===== src/rtl/uart_program_loader_pkg.sv =====
// Shared types for the UART program loader: FSM states, byte-lane index and
// the partial-word byte-enable helper.
package uart_loader_pkg;

  typedef enum logic [1:0] {
    IDLE,
    LOAD,
    FLUSH,
    DONE
  } loader_state_t;

  typedef logic [1:0] lane_t;

  // Byte enables covering the first n lanes of a partially assembled word.
  function automatic logic [3:0] lane_be(input lane_t n);
    logic [3:0] be;
    case (n)
      2'd1:    be = 4'b0001;
      2'd2:    be = 4'b0011;
      2'd3:    be = 4'b0111;
      default: be = 4'b0000;
    endcase
    return be;
  endfunction

endpackage


===== src/rtl/uart_program_loader_if.sv =====
// Byte stream from the UART receiver plus the instruction-RAM write port.
// master = loader side, slave = receiver/RAM side.
interface uart_program_loader_if #(
  parameter int unsigned ADDR_W = 10
);
  logic [7:0]        rx_data;
  logic              rx_valid;
  logic              mem_we;
  logic [ADDR_W-1:0] mem_addr;
  logic [31:0]       mem_wdata;
  logic [3:0]        mem_be;

  modport master (
    input  rx_data, rx_valid,
    output mem_we, mem_addr, mem_wdata, mem_be
  );

  modport slave (
    output rx_data, rx_valid,
    input  mem_we, mem_addr, mem_wdata, mem_be
  );
endinterface


===== src/rtl/uart_program_loader.sv =====
// Packs received UART bytes little-endian into instruction-RAM words and holds
// the core in reset until the image is loaded. LOADER_TIMEOUT_EN closes short images.
module uart_program_loader
  import uart_loader_pkg::*;
#(
  parameter int unsigned PROG_BYTES     = 4096,
  parameter int unsigned ADDR_W         = 10,
  parameter int unsigned TIMEOUT_CYCLES = 1000000
) (
  input  logic                        clock,
  input  logic                        rst_n,
  uart_program_loader_if.master       bus,
  input  logic                        reload,
  output logic                        cpu_rst_n,
  output logic                        program_receiving,
  output logic                        program_done,
  output logic                        program_ov,
  output logic [$clog2(PROG_BYTES):0] byte_count
);

  localparam int unsigned CNT_W = $clog2(PROG_BYTES) + 1;
  localparam logic [CNT_W-1:0] LAST_BYTE = CNT_W'(PROG_BYTES - 1);

  if ((PROG_BYTES % 4) != 0 || PROG_BYTES == 0 ||
      ((2 ** ADDR_W) * 4) < PROG_BYTES || TIMEOUT_CYCLES == 0) begin : g_param_check
    $error("uart_program_loader: illegal parameter combination");
  end

  loader_state_t     state;
  lane_t             lane;
  logic [3:0][7:0]   asm_q;
  logic [ADDR_W-1:0] word_addr;
  logic [ADDR_W-1:0] addr_q;
  logic [31:0]       wdata_q;
  logic [3:0]        be_q;
  logic              we_q;
  logic              timeout_hit;

  assign bus.mem_we    = we_q;
  assign bus.mem_addr  = addr_q;
  assign bus.mem_wdata = wdata_q;
  assign bus.mem_be    = be_q;

`ifdef LOADER_TIMEOUT_EN
  localparam int unsigned TMR_W = $clog2(TIMEOUT_CYCLES + 1);
  localparam logic [TMR_W-1:0] TMR_LAST = TMR_W'(TIMEOUT_CYCLES - 1);

  logic [TMR_W-1:0] idle_cnt;

  always_ff @(posedge clock or negedge rst_n) begin
    if (!rst_n) begin
      idle_cnt <= '0;
    end else if (reload || bus.rx_valid || state != LOAD) begin
      idle_cnt <= '0;
    end else if (!timeout_hit) begin
      idle_cnt <= idle_cnt + 1'b1;
    end
  end

  assign timeout_hit = (state == LOAD) && (idle_cnt == TMR_LAST);
`else
  assign timeout_hit = 1'b0;
`endif

  always_ff @(posedge clock or negedge rst_n) begin
    if (!rst_n) begin
      state             <= IDLE;
      lane              <= '0;
      asm_q             <= '0;
      word_addr         <= '0;
      we_q              <= 1'b0;
      addr_q            <= '0;
      wdata_q           <= '0;
      be_q              <= '0;
      cpu_rst_n         <= 1'b0;
      program_receiving <= 1'b0;
      program_done      <= 1'b0;
      program_ov        <= 1'b0;
      byte_count        <= '0;
    end else begin
      we_q              <= 1'b0;
      be_q              <= '0;
      program_receiving <= 1'b0;
      // Status follows the registered state, so it rises the cycle after the final write.
      program_done      <= (state == DONE) && !reload;
      cpu_rst_n         <= (state == DONE) && !reload;
      if (reload) begin
        state      <= IDLE;
        lane       <= '0;
        asm_q      <= '0;
        word_addr  <= '0;
        byte_count <= '0;
        program_ov <= 1'b0;
      end else begin
        case (state)
          IDLE, LOAD: begin
            if (bus.rx_valid) begin
              program_receiving <= 1'b1;
              byte_count        <= byte_count + 1'b1;
              lane              <= lane + 1'b1;
              if (lane == 2'd3) begin
                we_q    <= 1'b1;
                be_q    <= '1;
                wdata_q <= {bus.rx_data, asm_q[2], asm_q[1], asm_q[0]};
                addr_q  <= word_addr;
                if (word_addr != '1) word_addr <= word_addr + 1'b1;
                asm_q   <= '0;
              end else begin
                asm_q[lane] <= bus.rx_data;
              end
              state <= (byte_count == LAST_BYTE) ? DONE : LOAD;
            end else if (timeout_hit) begin
              state <= FLUSH;
            end
          end
          FLUSH: begin
            if (lane != '0) begin
              we_q    <= 1'b1;
              be_q    <= lane_be(lane);
              wdata_q <= asm_q;
              addr_q  <= word_addr;
            end
            lane  <= '0;
            asm_q <= '0;
            state <= DONE;
          end
          DONE: begin
            if (bus.rx_valid) program_ov <= 1'b1;
          end
          default: state <= IDLE;
        endcase
      end
    end
  end

endmodule


===== src/flat_wrapper.sv =====
// flat-port wrapper written by rule: the top's interface ports become plain ports
module uart_program_loader_flat import uart_loader_pkg::*;
#(
  parameter int unsigned PROG_BYTES     = 4096,
  parameter int unsigned ADDR_W         = 10,
  parameter int unsigned TIMEOUT_CYCLES = 1000000
)
  (clock, rst_n, reload, cpu_rst_n, program_receiving, program_done, program_ov, byte_count, bus_rx_data, bus_rx_valid, bus_mem_we, bus_mem_addr, bus_mem_wdata, bus_mem_be);
  uart_program_loader_if #(.ADDR_W(ADDR_W)) bus_i ();
  input  logic clock;
  input  logic rst_n;
  input  logic reload;
  output logic cpu_rst_n;
  output logic program_receiving;
  output logic program_done;
  output logic program_ov;
  output logic [$clog2(PROG_BYTES):0] byte_count;
  input wire logic [$bits(bus_i.rx_data)-1:0] bus_rx_data;
  input wire logic [$bits(bus_i.rx_valid)-1:0] bus_rx_valid;
  output wire logic [$bits(bus_i.mem_we)-1:0] bus_mem_we;
  output wire logic [$bits(bus_i.mem_addr)-1:0] bus_mem_addr;
  output wire logic [$bits(bus_i.mem_wdata)-1:0] bus_mem_wdata;
  output wire logic [$bits(bus_i.mem_be)-1:0] bus_mem_be;
  assign bus_i.rx_data = bus_rx_data;
  assign bus_i.rx_valid = bus_rx_valid;
  assign bus_mem_we = bus_i.mem_we;
  assign bus_mem_addr = bus_i.mem_addr;
  assign bus_mem_wdata = bus_i.mem_wdata;
  assign bus_mem_be = bus_i.mem_be;
  uart_program_loader #(.PROG_BYTES(PROG_BYTES), .ADDR_W(ADDR_W), .TIMEOUT_CYCLES(TIMEOUT_CYCLES)) u_core (.clock(clock), .rst_n(rst_n), .bus(bus_i), .reload(reload), .cpu_rst_n(cpu_rst_n), .program_receiving(program_receiving), .program_done(program_done), .program_ov(program_ov), .byte_count(byte_count));
endmodule

===== config.mk =====
export PLATFORM = sky130hd
export DESIGN_NAME = uart_program_loader_flat
export DESIGN_NICKNAME = d
export VERILOG_FILES = /design/src/rtl/uart_program_loader_pkg.sv /design/src/rtl/uart_program_loader_if.sv /design/src/rtl/uart_program_loader.sv /design/src/flat_wrapper.sv
export SDC_FILE = /design/constraint.sdc
export NUM_CORES = 1
export LEC_CHECK = 0
export ABC_CLOCK_PERIOD_IN_PS = 2400
export CAP_MARGIN = 20
export CORE_MARGIN = 8
export CORE_UTILIZATION = 63
export CTS_CLUSTER_DIAMETER = 80
export CTS_CLUSTER_SIZE = 30
export DETAILED_ROUTE_END_ITERATION = 12
export DONT_BUFFER_PORTS = 1
export GPL_ROUTABILITY_DRIVEN = 0
export PLACE_DENSITY = 0.81
export SLEW_MARGIN = 20
export SYNTH_ARGS = -nofsm -noshare
export SYNTH_HDL_FRONTEND = slang
export SYNTH_SLANG_ARGS = --single-unit

===== constraint.sdc =====
create_clock -name clock -period 2.4 [get_ports clock]
set_clock_uncertainty 0.1 [all_clocks]
set_input_delay 0.24 -clock clock [delete_from_list [all_inputs] [get_ports clock]]
set_output_delay 0.24 -clock clock [all_outputs]
set_load 0.01 [all_outputs]

==> flow_summary.yaml <==
outcome:
  status: "complete, but fails checks"
  violations: "hold timing"
critical_path:
  cp-end-kind: "flip-flop"
  path_cells: "inv_1 > ha_1 > or3b_1 > a21oi_4 > buf_12 > buf_4 > nor2_1 > a21oi_1"
  critPathKind: "flip-flop to flip-flop"
  worst_setup_path_start_kind: "flip-flop"
  cp_slowest_stage_delay_ps: 440
  worst_ep_arrival_time_ps: 2470
  cpMaxStageDelayCell: "dfrtp_1"
  critPathMaxFanout: 38
  critPathRequiredTime_ps: 2590
die:
  io_pins: 76
  die_x_microns: 101.5
  die_area_sq_um: 10310
  coreArea_sq_um: 7176
  die_y_microns: 101.5
  num_rows: 31
  start_util: 0.6420
pwr:
  power.leakage_uw: 0.002354
  vdd_ir_drop_max_mv: 0.3854
  p_per_area_nw_per_um2: 657.5
synth:
  syn_inst: 378
  syn_area_sq_um: 4607
  synth_flop_cell: "dfrtp_1"
  syn_nets: 397
  yosys_warnings: 0
  yosysUniqueCellTypes: 50
  synth_seq_cells: 108
  synth_seq_area_share: 0.5866
  synthArstFlopShare: 1.000
  synth_edf_count: 0
  synth_area_per_cell_sq_um: 12.19
global_route:
  grt_overflow: 0
  grt_pass1_wl_microns: 15770
  grt_usage: 0.1980
  grt_pass1_vias: 3006
  grt_max_degree: 109
  antenna_found_initial: 1
timing:
  fmaxAchievable_mhz: 437.4
  finalCritPeriodShare: 0.9527
  rsz0062_at_grt: "no"
  finalSetupViolCount: 0
  slew_violations: 0
  post-route-min-period_ps: 2286
  hold_violations: 108
  worst_pin_slew_ps: 1034
  setup_tns_ps: 0
  relSlewSlack: 0.3081
  hold-worst-slack_ps: -552.1
drt:
  drt-initial-drc-count: 178
  wl_per_cell_microns: 19.39
  via_per_inst: 5.923
  dr.pass1.iters: 4
  route.detailed.drc: 0
  ant_nets: 0
  num_vias: 2938
  drt-total-wl_microns: 9616
min_path:
  hold_class: "input pin to async pin"
layout:
  syn_to_final_growth_pct: 8.935
  fin_area_sq_um: 5019
  final_layout_size_suffix_gt1_frac: 0.1793
  final_nets: 410
place:
  place_hpwl_microns: 6284
  portBuffers: 0
  dpl_cell_area_sq_um: 4717
clock_tree:
  cts_hold_buf: 10
  postCtsSetupRepairBufs: 0
  cts.clk_slew.worst_paths_ps: 120
  cts_resized: 0
  cts.sinks: 108
  h-tree-depth: 3
  cts-buffers-inserted: 9
  clk_path_buf_depth: 2
  cts_tree: "done"
  clk_latency_ps: 370
  cts_root_buf: "clkbuf_8"
flow_run:
  drv_cap: 0
==> critical path, delay by kind of cell, from the launching register on <==
family / cells / cell delay, ps
compound gates: 2 / 350
simple gates: 2 / 500
fa+ha+maj: 1 / 240
flops: 1 / 440
buf+inv: 3 / 580
==> placed cells by master (no fill, tap or decap), types with 4 or more instances in the layout <==
cell type / synthesis / layout
and3_1: 5 / 5
nand2_1: 17 / 17
mux2_2: 36 / 36
dlygate4sd3_1: 0 / 10
dfrtp_1: 108 / 108
clkbuf_8: 0 / 9
nand4_1: 4 / 4
xnor2_1: 7 / 7
nand3_1: 6 / 6
and2_1: 11 / 11
buf_4: 5 / 9
nor2_1: 38 / 38
nor2b_1: 4 / 4
nor4_1: 6 / 6
a21oi_1: 19 / 19
a22o_1: 15 / 15
inv_1: 14 / 14
mux2i_1: 16 / 16
o21ai_0: 4 / 4
ha_1: 7 / 7
xor2_1: 4 / 4
==> power breakdown <==
| group | internal [uW] | leakage (uW) | switching, uW | total, uW |
|---|---|---|---|---|
| clock network | 416 | 0.0000990 | 681 | 1100 |
| registers | 1900 | 0.00148 | 96.5 | 2000 |
| logic | 96.3 | 0.000779 | 107 | 203 |
| total | 2420 | 0.00235 | 884 | 3300 |
==> state kept, by name, summed over array words and instances (netlist names) <==
signal                    flops
u_core.bus.mem_wdata         32
u_core.bus.mem_addr          10
u_core.program_receiving      1
u_core.program_ov             1
u_core.state                  2
u_core.bus.mem_be             4
u_core.cpu_rst_n              1
u_core.word_addr             10
u_core.lane                   2
u_core.byte_count            13
u_core.asm_q                 32
==> layout make-up <==
cell class	instances	area (sq um)
diodes	1	2.502
clock buffers	9	123.9
clock inverters	7	75.07
fillers	509	2157
inverters	14	52.55
multi-input cells	238	1750
flip-flops and latches	108	2703
well taps	99	123.9
repair buffers	20	187.7
==> per-layer routing <==
metal  track usage  up-vias  wire length (microns)
met5             0        -                      0
met4       0.07560        0                    176
met3       0.06048       15                    602
met2        0.3169       69                   4831
met1        0.2459     1506                   4006
li1              -     1348                      -
==> worst paths after layout <==
path | slack, ps | to | cells past startpoint | startpoint
worst max-delay path | 110 | u_core.bus.mem_wdata[31] | 8 | u_core.lane[0]
worst min-delay path | -550 | u_core.asm_q[20] | 0 | rst_n
worst max register to register | 110 | u_core.bus.mem_wdata[31] | 8 | u_core.lane[0]
worst min register to register | 400 | u_core.asm_q[29] | 1 | u_core.asm_q[29]
max in group asynchronous | 2630 | u_core.bus.mem_wdata[7] | 0 | rst_n
min in group clock | 10 | u_core.bus.mem_wdata[29] | 2 | bus_rx_data[5]
==> metrics by stage <==
step | hold slack [ps] | setup slack (ps) | power [uW] | cells | utilization
finish | -552.1 | 113.5 | 3299 | 496 | 0.6994
global route | -583.0 | 12.78 | 3437 | 496 | 0.6994
CTS | -571.2 | 121.9 | 3323 | 495 | 0.6990
detailed placement | -152.5 | 130.0 | 2212 | 469 | 0.6574
global placement | -152.4 | 238.5 | 2199 | 469 | 0.6574
floorplan | -155.6 | 299.3 | 2157 | 378 | -
==> cells by family (layout without fill, tap and decap cells) <==
logic type	count (synthesis)	after routing	share of synthesized area
other	0	1	0
adder cells (fa/ha/maj)	7	7	0.01901
AO/OA/AOI/OAI	54	54	0.08203
buffers and inverters	32	50	0.03503
multiplexers	52	52	0.1228
AND/OR/NAND/NOR	114	114	0.1336
XOR/XNOR	11	11	0.02091
flip-flops	108	108	0.5866
==> Yosys cell counts (2+ instances only) <==
master	count	share of area
a21oi_1	19	0.021
a21oi_2	2	0.0038
a22o_1	15	0.029
a31o_2	2	0.0038
a41oi_1	2	0.0038
and2_1	11	0.015
and3_1	5	0.0068
and4_1	2	0.0038
buf_2	5	0.0054
buf_4	5	0.0081
buf_6	2	0.0049
clkbuf_1	4	0.0033
dfrtp_1	108	0.59
ha_1	7	0.019
inv_1	14	0.011
mux2_2	36	0.088
mux2i_1	16	0.035
nand2_1	17	0.014
nand2b_1	2	0.0027
nand3_1	6	0.0065
nand3b_1	2	0.0033
nand4_1	4	0.0054
nor2_1	38	0.031
nor2b_1	4	0.0054
nor3_1	3	0.0033
nor4_1	6	0.0081
nor4b_2	2	0.0065
o21ai_0	4	0.0043
o31ai_1	2	0.0033
or3_1	3	0.0041
or4_1	2	0.0033
xnor2_1	7	0.013
xor2_1	4	0.0076
Note: power is estimated with default switching activity, not from simulation.
